File: config.mk
export PLATFORM = sky130hd
export DESIGN_NAME = tl_sensor_cond
export DESIGN_NICKNAME = d
export VERILOG_FILES = /design/src/rtl/tl_sensor_cond.sv
export SDC_FILE = /design/constraint.sdc
export NUM_CORES = 1
export LEC_CHECK = 0
export ABC_AREA = 1
export BUFFER_PORTS_ARGS = -buffer_cell sky130_fd_sc_hd__buf_2
export CELL_PAD_IN_SITES_DETAIL_PLACEMENT = 1
export CELL_PAD_IN_SITES_GLOBAL_PLACEMENT = 2
export CORE_AREA = 2 2 106 108
export CTS_CLUSTER_DIAMETER = 40
export CTS_CLUSTER_SIZE = 12
export DETAILED_ROUTE_END_ITERATION = 8
export DIE_AREA = 0 0 108 110
export PLACE_DENSITY = 0.95
export REMOVE_ABC_BUFFERS = 1
export SLEW_MARGIN = 20
export SYNTH_ARGS = -nofsm -noshare
export SYNTH_HDL_FRONTEND = slang
export SYNTH_SLANG_ARGS = --single-unit
File: constraint.sdc
create_clock -name clk -period 3 [get_ports clk]
set_input_delay 0.15 -clock clk [delete_from_list [all_inputs] [get_ports clk]]
set_output_delay 0.15 -clock clk [all_outputs]
set_load 0.1 [all_outputs]
File: src/rtl/tl_sensor_cond.sv
// rtl/tl_sensor_cond.sv - loop-detector conditioning: sync, debounce, presence hold, stuck-on fault
module tl_sensor_cond #(
    parameter int DEB_CYCLES   = 4,
    parameter int HOLD_CYCLES  = 8,
    parameter int STUCK_CYCLES = 255,
    parameter int CNT_W        = 8
) (
    input  logic       clk,
    input  logic       reset_n,
    input  logic       det_a,
    input  logic       det_al,
    input  logic       det_b,
    input  logic       det_bl,
    input  logic       clr_fault,
    output logic       Ta,
    output logic       Tal,
    output logic       Tb,
    output logic       Tbl,
    output logic [3:0] fault
);

    typedef enum logic [2:0] {
        IDLE,
        QUAL,
        ACTIVE,
        HOLD,
        FAULT
    } state_t;

    localparam logic [CNT_W-1:0] DEB_LAST   = CNT_W'(DEB_CYCLES - 1);
    localparam logic [CNT_W-1:0] HOLD_LAST  = CNT_W'(HOLD_CYCLES);
    localparam logic [CNT_W-1:0] STUCK_LAST = CNT_W'(STUCK_CYCLES - 1);
    localparam logic [CNT_W-1:0] CNT_ZERO   = '0;
    localparam logic [CNT_W-1:0] CNT_ONE    = CNT_W'(1);

    logic [3:0] raw;
    logic [3:0] pres;
    logic [3:0] flt;

    assign raw = {det_bl, det_b, det_al, det_a};

    genvar i;
    generate
        for (i = 0; i < 4; i++) begin : g_ch
            logic             sync1;
            logic             sync2;
            state_t           state;
            logic [CNT_W-1:0] cnt;
            logic             t_q;
            logic             f_q;

            // t_q/f_q are updated alongside the state so outputs come straight from flops.
            always_ff @(posedge clk or negedge reset_n) begin
                if (!reset_n) begin
                    sync1 <= 1'b0;
                    sync2 <= 1'b0;
                    state <= IDLE;
                    cnt   <= CNT_ZERO;
                    t_q   <= 1'b0;
                    f_q   <= 1'b0;
                end else begin
                    sync1 <= raw[i];
                    sync2 <= sync1;
                    case (state)
                        IDLE: begin
                            if (sync2) begin
                                state <= QUAL;
                                cnt   <= CNT_ONE;
                            end
                        end
                        QUAL: begin
                            if (!sync2) begin
                                state <= IDLE;
                                cnt   <= CNT_ZERO;
                            end else if (cnt == DEB_LAST) begin
                                state <= ACTIVE;
                                cnt   <= CNT_ZERO;
                                t_q   <= 1'b1;
                            end else begin
                                cnt <= cnt + CNT_ONE;
                            end
                        end
                        ACTIVE: begin
                            if (!sync2) begin
                                state <= HOLD;
                                cnt   <= CNT_ONE;
                            end else if (cnt == STUCK_LAST) begin
                                state <= FAULT;
                                t_q   <= 1'b0;
                                f_q   <= 1'b1;
                            end else begin
                                cnt <= cnt + CNT_ONE;
                            end
                        end
                        HOLD: begin
                            if (sync2) begin
                                state <= ACTIVE;
                                cnt   <= CNT_ZERO;
                            end else if (cnt == HOLD_LAST) begin
                                state <= IDLE;
                                cnt   <= CNT_ZERO;
                                t_q   <= 1'b0;
                            end else begin
                                cnt <= cnt + CNT_ONE;
                            end
                        end
                        FAULT: begin
                            // A detector still reading high cannot be cleared.
                            if (!sync2 && clr_fault) begin
                                state <= IDLE;
                                cnt   <= CNT_ZERO;
                                f_q   <= 1'b0;
                            end
                        end
                        default: begin
                            state <= IDLE;
                            cnt   <= CNT_ZERO;
                            t_q   <= 1'b0;
                            f_q   <= 1'b0;
                        end
                    endcase
                end
            end

            assign pres[i] = t_q;
            assign flt[i]  = f_q;
        end
    endgenerate

    assign Ta    = pres[0];
    assign Tal   = pres[1];
    assign Tb    = pres[2];
    assign Tbl   = pres[3];
    assign fault = flt;

endmodule

==> results of run 1 <==
==> through the flow <==
stage	instances	setup WS [ns]	area (um^2)	power (W)	hold slack, ns
6_report	754	1.27	4540	0.00353	0.222
5_1_grt	754	1.11	4540	0.00386	0.232
4_1_cts	754	1.26	4540	0.00358	0.219
3_5_place_dp	733	1.28	4290	0.00279	0.134
3_3_place_gp	733	1.33	4290	0.00274	0.126
2_1_floorplan	578	1.59	4040	0.00238	-0.146
==> cell type report <==
cell class | instances | share of cell area
Tap cell | 140 | 0.0386
Sequential cell | 60 | 0.331
Timing Repair Buffer | 20 | 0.0281
Inverter | 80 | 0.0692
Multi-Input combinational cell | 438 | 0.489
Clock buffer | 10 | 0.0303
Clock inverter | 6 | 0.0141
==> worst max path at each step <==
stage | from | endpoint | slack (ns)
floorplan | g_ch[3].cnt[0] | g_ch[3].cnt[6] | 1.59
global route | g_ch[3].cnt[0] | g_ch[3].cnt[1] | 1.11
detailed placement | g_ch[3].cnt[0] | g_ch[3].cnt[1] | 1.28
global placement | g_ch[3].cnt[0] | g_ch[3].cnt[1] | 1.33
CTS | g_ch[3].cnt[0] | g_ch[3].cnt[1] | 1.26
finish | g_ch[3].cnt[0] | g_ch[3].cnt[1] | 1.27
==> per-layer routing <==
metal	up-vias	GRT usage
met1	1807	0.239
met2	32	0.329
met3	12	0.0294
met5	-	0
li1	1906	-
met4	0	0.0705
==> cell usage after synthesis, drive strengths merged, types with 3 or more instances <==
| library cell | number |
|---|---|
| nor2 | 91 |
| nand3 | 75 |
| nand2 | 196 |
| nor3 | 3 |
| a21oi | 5 |
| inv | 77 |
| a31oi | 7 |
| dfrtp | 60 |
| o31ai | 3 |
| xnor2 | 4 |
| buf | 7 |
| clkinv | 3 |
| ha | 12 |
| nand4 | 18 |
| xor2 | 8 |
| nand3b | 3 |
| o21ai | 9 |
==> worst max-delay path: cells and delay by family, from the launching register on <==
| kind | cells | cell delay, ns |
|---|---|---|
| flops | 1 | 0.40 |
| buf+inv | 3 | 0.34 |
| simple gates | 7 | 0.73 |
| fa+ha+maj | 1 | 0.21 |
==> cell usage in the layout (no fill, tap or decap) <==
| cell | n |
|---|---|
| sky130_fd_sc_hd__nand3_2 | 10 |
| sky130_fd_sc_hd__a21oi_1 | 5 |
| sky130_fd_sc_hd__inv_6 | 1 |
| sky130_fd_sc_hd__bufinv_16 | 1 |
| sky130_fd_sc_hd__ha_1 | 12 |
| sky130_fd_sc_hd__xnor2_1 | 4 |
| sky130_fd_sc_hd__nand3b_1 | 3 |
| sky130_fd_sc_hd__inv_2 | 14 |
| sky130_fd_sc_hd__nor2_1 | 72 |
| sky130_fd_sc_hd__nor3_1 | 3 |
| sky130_fd_sc_hd__buf_4 | 1 |
| sky130_fd_sc_hd__nand2_4 | 4 |
| sky130_fd_sc_hd__dfrtp_1 | 60 |
| sky130_fd_sc_hd__xor2_1 | 8 |
| sky130_fd_sc_hd__clkinv_4 | 1 |
| sky130_fd_sc_hd__nor2_2 | 14 |
| sky130_fd_sc_hd__dlygate4sd3_1 | 5 |
| sky130_fd_sc_hd__o2111ai_1 | 1 |
| sky130_fd_sc_hd__inv_4 | 3 |
| sky130_fd_sc_hd__clkinvlp_4 | 2 |
| sky130_fd_sc_hd__nor3b_1 | 1 |
| sky130_fd_sc_hd__and2_1 | 1 |
| sky130_fd_sc_hd__nand2_2 | 5 |
| sky130_fd_sc_hd__nor2_4 | 5 |
| sky130_fd_sc_hd__nand3_1 | 65 |
| sky130_fd_sc_hd__a31oi_1 | 7 |
| sky130_fd_sc_hd__nand2_1 | 185 |
| sky130_fd_sc_hd__clkinv_2 | 3 |
| sky130_fd_sc_hd__inv_1 | 59 |
| sky130_fd_sc_hd__buf_2 | 14 |
| sky130_fd_sc_hd__clkinv_1 | 2 |
| sky130_fd_sc_hd__nand4_1 | 18 |
| sky130_fd_sc_hd__o31ai_1 | 3 |
| sky130_fd_sc_hd__and3_1 | 1 |
| sky130_fd_sc_hd__o21ai_0 | 9 |
| sky130_fd_sc_hd__nand2_8 | 2 |
| sky130_fd_sc_hd__clkbuf_8 | 10 |
==> power groups by stage <==
stage                     clock network, W  logic (W)  registers, W
after global routing              0.000823    0.00188       0.00115
after floorplan                          0    0.00113       0.00125
final                             0.000758    0.00165       0.00112
after global placement                   0    0.00161       0.00112
after detailed placement                 0    0.00165       0.00114
after CTS                         0.000782    0.00167       0.00112
==> sequential cells by signal, summed over array words and instances, names as in the netlist <==
name,cells
Tbl,1
g_ch.state,12
g_ch.cnt,32
g_ch.sync2,4
Tal,1
Tb,1
Ta,1
g_ch.sync1,4
g_ch.f_q,4
==> logic make-up after synthesis <==
logic type | Yosys count | synth area share
buf+inv | 87 | 0.0894
flops | 60 | 0.367
xor+xnor | 12 | 0.0257
compound gates | 25 | 0.0355
simple gates | 389 | 0.445
fa+ha+maj | 12 | 0.0367
==> flow_summary.rst, run 1 <==
.. list-table::
   :header-rows: 1

   * - Metric
     - Value
   * - Setup slack, reg-to-reg
     - between 1 and 1.5 ns
   * - Headroom to the max-slew limit
     - 0.624
   * - Number of antenna violations at the first check in global routing
     - 0
   * - Cells resized by post-CTS repair
     - 0
   * - Area of the core
     - around 11000 um^2
   * - Synth Cell Area
     - ~4100 um^2
   * - Final #Nets
     - around 630
   * - M1 wire length
     - slightly below 5000 um
   * - Sequential share of the synthesized area
     - 0.367
   * - Share of total power in the clock network
     - 0.215
   * - Cell accounting for the most synthesized area
     - sky130_fd_sc_hd__dfrtp_1
   * - Static leakage
     - between 2 and 2.5 nW
   * - Kind of start point of the critical path
     - register
   * - Area overhead of the layout relative to synthesis
     - 11.1%
   * - Crit. End Element
     - register
   * - Setup Fix Bufs, Post-CTS
     - 0
   * - Final number of setup-violating endpoints
     - 0
   * - Cell with the largest stage delay on the worst path
     - sky130_fd_sc_hd__dfrtp_1
   * - Cell depth of the worst min-delay path
     - 4
   * - Post-DP HPWL
     - roughly 7700 um
   * - Std cell rows
     - 38
   * - Maximum clock skew at final layout
     - approximately 0.013 ns
   * - Starting DRC count in detailed routing
     - 186
   * - TritonCTS clock tree
     - done
   * - TritonCTS sink count
     - 60
   * - Final sum of negative setup slack
     - 0 ns
   * - Measured slew at the worst slew-check pin
     - 0.564 ns
   * - Worst vdd rail ir drop
     - roughly 0.28 mV
   * - Number of vias after detailed routing
     - between 3000 and 4000
   * - Number of levels in the clock H-tree
     - 3
   * - Worst Path Required
     - 3.27 ns
   * - Antenna fix cells
     - 0
   * - Worst hold path endpoint
     - g_ch[0].state[2]
   * - Startpoint of the tightest hold check path
     - clr_fault
   * - Critical-path cell list
     - inv_1, ha_1, inv_1, nor2_1, nand2_1, clkinv_1, nand2_4, nand2_4, nor2_4, nand3_1, nand2_1
   * - Area occupied by registers
     - 1500 um^2
   * - Leftover overflow at the end of global routing
     - 0
   * - Average wire per cell in the routed design
     - roughly 13 um
   * - Total routed wirelength
     - 10100 um
   * - EDFF count, synth
     - 0
   * - Clock Path Buffers
     - 2
   * - Root cell of the clock tree
     - sky130_fd_sc_hd__clkbuf_8
   * - Largest net degree at the start of global routing
     - 43
   * - Share of power burned in registers
     - 0.318
   * - Max_cap viols
     - 0
   * - Startpoint-to-endpoint class of the critical path
     - reg2reg
   * - Number of nets still failing antenna checks after routing
     - 0
   * - RSZ-0062 raised after global routing
     - false
   * - Detailed-routing iteration count for the pre-antenna-repair pass
     - 4
   * - Met2 routed WL
     - 5000 um
   * - Overall die width
     - roughly 110 um
   * - Cell count after synthesis
     - between 500 and 600
   * - Depth of the most critical reg-to-reg path
     - 11
   * - Global routing usage summed across all routing layers
     - 0.189
   * - Full die area
     - approximately 12000 um^2
   * - Number of unique standard cell types used by synthesis
     - 33
   * - Synth warn
     - 0
   * - Hold crit path type
     - in2reg
   * - Async set-reset flop share out of synthesis
     - 1.00
   * - Number of buffers inserted during clock tree synthesis
     - 9
   * - Largest incremental delay on the critical path
     - approximately 0.40 ns
   * - Drc violations
     - 0
   * - Layout cell share with drive strength beyond 1
     - 0.147
   * - Result of the run
     - finished, final reports clean
   * - Cell area power density
     - roughly 780 nW/um^2
   * - Reg2reg end
     - g_ch[3].cnt[1]
   * - Signal arrival time at the worst endpoint
     - about 2.0 ns
   * - Combined area of the multi-input logic cells
     - between 2000 and 2500 um^2
   * - Logic pwr share
     - 0.467
   * - Internal power
     - 0.00186 W
   * - Clock latency at the later pin of the worst-skew pair
     - approximately 0.34 ns
   * - Startpoint of the lowest-slack register-to-register path
     - g_ch[3].cnt[0]
   * - Wire length of the first global-routing pass
     - 17900 um
   * - Achievable frequency
     - between 500 and 600 MHz
   * - Vias per cell
     - ~5
   * - Main flop type after synthesis
     - sky130_fd_sc_hd__dfrtp_1
   * - Clock input transition at the sequential cells of the worst setup and hold paths
     - 0.06 ns
   * - Final critical delay including setup and external delays
     - 1.73 ns
   * - Final slew viol count
     - 0
   * - Post-synthesis average cell area
     - 6.99 um^2
   * - Count of hold-fix buffers inserted at cts
     - 5
   * - Number of placed I/O pins
     - 15
   * - Fillcell total
     - about 1400
   * - Uppermost signal routing layer after detailed routing
     - met4
   * - CP Max Fanout
     - 8
   * - Final worst-path cycle share
     - 0.576
   * - NetSw
     - 0.00167 W
   * - Core occupancy in the finished layout
     - 0.424
   * - Met3 routed wirelength
     - 161 um
   * - Floorplan die height
     - roughly 110 um
   * - FF+latch count, synth
     - 60
   * - Port buffer count
     - 14
   * - Routability congestion estimate from global placement
     - approximately 0.85
   * - Main area contributors after synthesis
     - sky130_fd_sc_hd__dfrtp_1 (37%), sky130_fd_sc_hd__nand2_1 (17%), sky130_fd_sc_hd__nand3_1 (8.0%)
   * - Fraction of power spent switching nets
     - 0.474
   * - Via count of the first global-routing pass
     - 3909
   * - Final count of hold timing violations
     - 0
   * - Proportion of netlist area held by the largest area contributor
     - 0.367
   * - Starting density of the core
     - 0.382
(Power assumes the default switching activity.)
==> inputs of run 2 (changes only) <==
CORE_AREA = 2 2 110 112   (was 2 2 106 108)
DIE_AREA = 0 0 112 114   (was 0 0 108 110)
PLACE_DENSITY = 0.9   (was 0.95)
clock period = 1.73 ns   (was 3 ns; I/O delays follow)
==> flow_summary.rst, run 2 (same netlist as run 1, synthesis figures left out) <==
.. list-table::
   :header-rows: 1

   * - Metric
     - Value
   * - Number of levels in the clock H-tree
     - 3
   * - Post-DP HPWL
     - between 7000 and 8000 um
   * - Number of antenna violations at the first check in global routing
     - 0
   * - Area of the core
     - between 10000 and 15000 um^2
   * - Clock input transition at the sequential cells of the worst setup and hold paths
     - 0.06 ns
   * - Fraction of power spent switching nets
     - 0.441
   * - Leading cell types in the layout, fill and taps excluded
     - sky130_fd_sc_hd__nand2_1 (183), sky130_fd_sc_hd__nor2_1 (67), sky130_fd_sc_hd__nand3_1 (65), sky130_fd_sc_hd__dfrtp_1 (59), sky130_fd_sc_hd__inv_1 (57)
   * - Wire length of the first global-routing pass
     - 18700 um
   * - Port buffer count
     - 14
   * - Static leakage
     - around 2.5 nW
   * - Reg2reg end
     - g_ch[0].cnt[3]
   * - Cell depth of the worst min-delay path
     - 4
   * - TritonCTS clock tree
     - done
   * - Startpoint of the tightest hold check path
     - clr_fault
   * - Hold crit path type
     - in2reg
   * - Largest regs
     - g_ch.cnt x32, g_ch.state x12
   * - Setup slack, reg-to-reg
     - about 0.13 ns
   * - Number of nets still failing antenna checks after routing
     - 0
   * - Area after DPL
     - 4350 um^2
   * - Antenna fix cells
     - 0
   * - Root cell of the clock tree
     - sky130_fd_sc_hd__clkbuf_16
   * - Final count of hold timing violations
     - 0
   * - Result of the run
     - finished, final reports clean
   * - Signal arrival time at the worst endpoint
     - approximately 1.8 ns
   * - Largest incremental delay on the critical path
     - approximately 0.45 ns
   * - Via count of the first global-routing pass
     - 4033
   * - Worst hold path endpoint
     - g_ch[0].state[2]
   * - Crit. End Element
     - register
   * - Clock latency at the later pin of the worst-skew pair
     - about 0.33 ns
   * - Starting density of the core
     - 0.349
   * - Cell area power density
     - around 1400 nW/um^2
   * - Maximum clock skew at final layout
     - 0.00552 ns
   * - Logic pwr share
     - 0.438
   * - Depth of the most critical reg-to-reg path
     - 9
   * - Post-layout instance area
     - approximately 4800 um^2
   * - Floorplan die height
     - roughly 110 um
   * - Full die area
     - about 13000 um^2
   * - Starting DRC count in detailed routing
     - ~140
   * - Area overhead of the layout relative to synthesis
     - 17.0%
   * - Worst Path Required
     - ~2 ns
   * - Final slew viol count
     - 0
   * - RSZ-0062 raised after global routing
     - false
   * - Most flops, register
     - g_ch.cnt
   * - Final worst-path cycle share
     - 0.925
   * - Headroom to the max-slew limit
     - 0.663
   * - Number of vias after detailed routing
     - 3769
   * - Worst vdd rail ir drop
     - 0.777 mV
   * - Startpoint-to-endpoint class of the critical path
     - reg2reg
   * - Layout cell share with drive strength beyond 1
     - 0.177
   * - Global routing usage summed across all routing layers
     - 0.180
   * - Final #Nets
     - roughly 640
   * - Number of placed I/O pins
     - 15
   * - Share of power burned in registers
     - 0.293
   * - Std cell rows
     - 40
   * - Critical-path cell list
     - inv_2, ha_1, nand2_1, nor2_1, nand2_1, nand3_1, nand3_2, nor2_2, nor2_1
   * - Final number of setup-violating endpoints
     - 0
   * - Max FFs per register
     - 32
   * - Vias per cell
     - 4.91
   * - Worst slack on hold paths
     - roughly 0.18 ns
   * - Overall die width
     - ~110 um
   * - Most common cell after layout, fill and taps aside
     - sky130_fd_sc_hd__nand2_1
   * - Internal power
     - 0.00376 W
   * - Routability congestion estimate from global placement
     - between 0.8 and 0.9
   * - Kind of start point of the critical path
     - register
   * - Average wire per cell in the routed design
     - ~14 um
   * - Achievable frequency
     - between 600 and 700 MHz
   * - Leftover overflow at the end of global routing
     - 0
   * - Drc violations
     - 0
   * - CP Max Fanout
     - 6
   * - Measured slew at the worst slew-check pin
     - between 0.5 and 0.6 ns
   * - Detailed-routing iteration count for the pre-antenna-repair pass
     - 4
   * - Cell with the largest stage delay on the worst path
     - sky130_fd_sc_hd__dfrtp_2
   * - Startpoint of the lowest-slack register-to-register path
     - g_ch[0].cnt[0]
   * - Largest net degree at the start of global routing
     - 44
   * - Share of total power in the clock network
     - 0.268
   * - Final sum of negative setup slack
     - 0 ns
   * - NetSw
     - between 0.002 and 0.003 W
   * - Max_cap viols
     - 0
   * - Total routed wirelength
     - between 10000 and 15000 um
   * - Clock Path Buffers
     - 2
   * - Number of buffers inserted during clock tree synthesis
     - 9
   * - Final critical delay including setup and external delays
     - 1.60 ns
   * - TritonCTS sink count
     - 60
==> run 2: routing by layer <==
layer  GRT usage  vias up  share of wire
li1            -     1919              -
met3      0.0260       20          0.017
met2       0.314       27           0.50
met5           0        -              0
met4      0.0756        0          0.022
met1       0.224     1803           0.46
==> run 2: worst max-delay path: cells and delay by family, from the launching register on <==
family	cells	cell delay, ns
and+or+nand+nor	7	0.78
DFF	1	0.45
adders and majority gates	1	0.15
buffers and inverters	1	0.11
==> run 2: layout make-up <==
class / count / area (um^2)
Fill cell: 1510 / 6930
Multi-Input combinational cell: 438 / 2280
Sequential cell: 60 / 1500
Inverter: 80 / 317
Clock buffer: 12 / 256
Timing Repair Buffer: 29 / 208
Tap cell: 147 / 184
Clock inverter: 2 / 35.0
==> run 2: stage by stage <==
step	instances	util	worst slack, ns	power [W]
finish	768	0.408	0.129	0.00673
floorplan	578	-	0.321	0.00413
CTS	764	0.400	0.0270	0.00674
global placement	745	0.371	0.0755	0.00477
detailed placement	745	0.371	0.0433	0.00485
global route	768	0.408	0.000830	0.00731
==> run 2: what timing repair did <==
item | in CTS | in global routing
resized for setup | 0 | 20
buffers inserted | 0 | 4
setup endpoints to repair | 0 | 33
hold buffers | 5 | 0
endpoints found under the hold margin | 21 | 0
==> run 2: power groups by stage <==
stage | registers, W | clock network (W) | logic (W)
2_1_floorplan | 0.00216 | 0 | 0.00197
3_3_place_gp | 0.00196 | 0 | 0.00282
3_5_place_dp | 0.00198 | 0 | 0.00288
4_1_cts | 0.00196 | 0.00186 | 0.00292
5_1_grt | 0.00201 | 0.00192 | 0.00338
6_report | 0.00197 | 0.00181 | 0.00295
==> run 2: worst max path at each step <==
stage / startpoint / endpoint / slack (ns) / cells past startpoint
after floorplan: g_ch[3].cnt[0] / g_ch[3].cnt[6] / 0.32 / 11
after global placement: g_ch[3].cnt[0] / g_ch[3].cnt[1] / 0.08 / 11
after detailed placement: g_ch[3].cnt[0] / g_ch[3].cnt[5] / 0.04 / 11
after CTS: g_ch[3].cnt[0] / g_ch[3].cnt[3] / 0.03 / 8
after global routing: g_ch[0].cnt[0] / g_ch[0].state[0] / 0.0008 / 10
final: g_ch[0].cnt[0] / g_ch[0].cnt[3] / 0.13 / 9
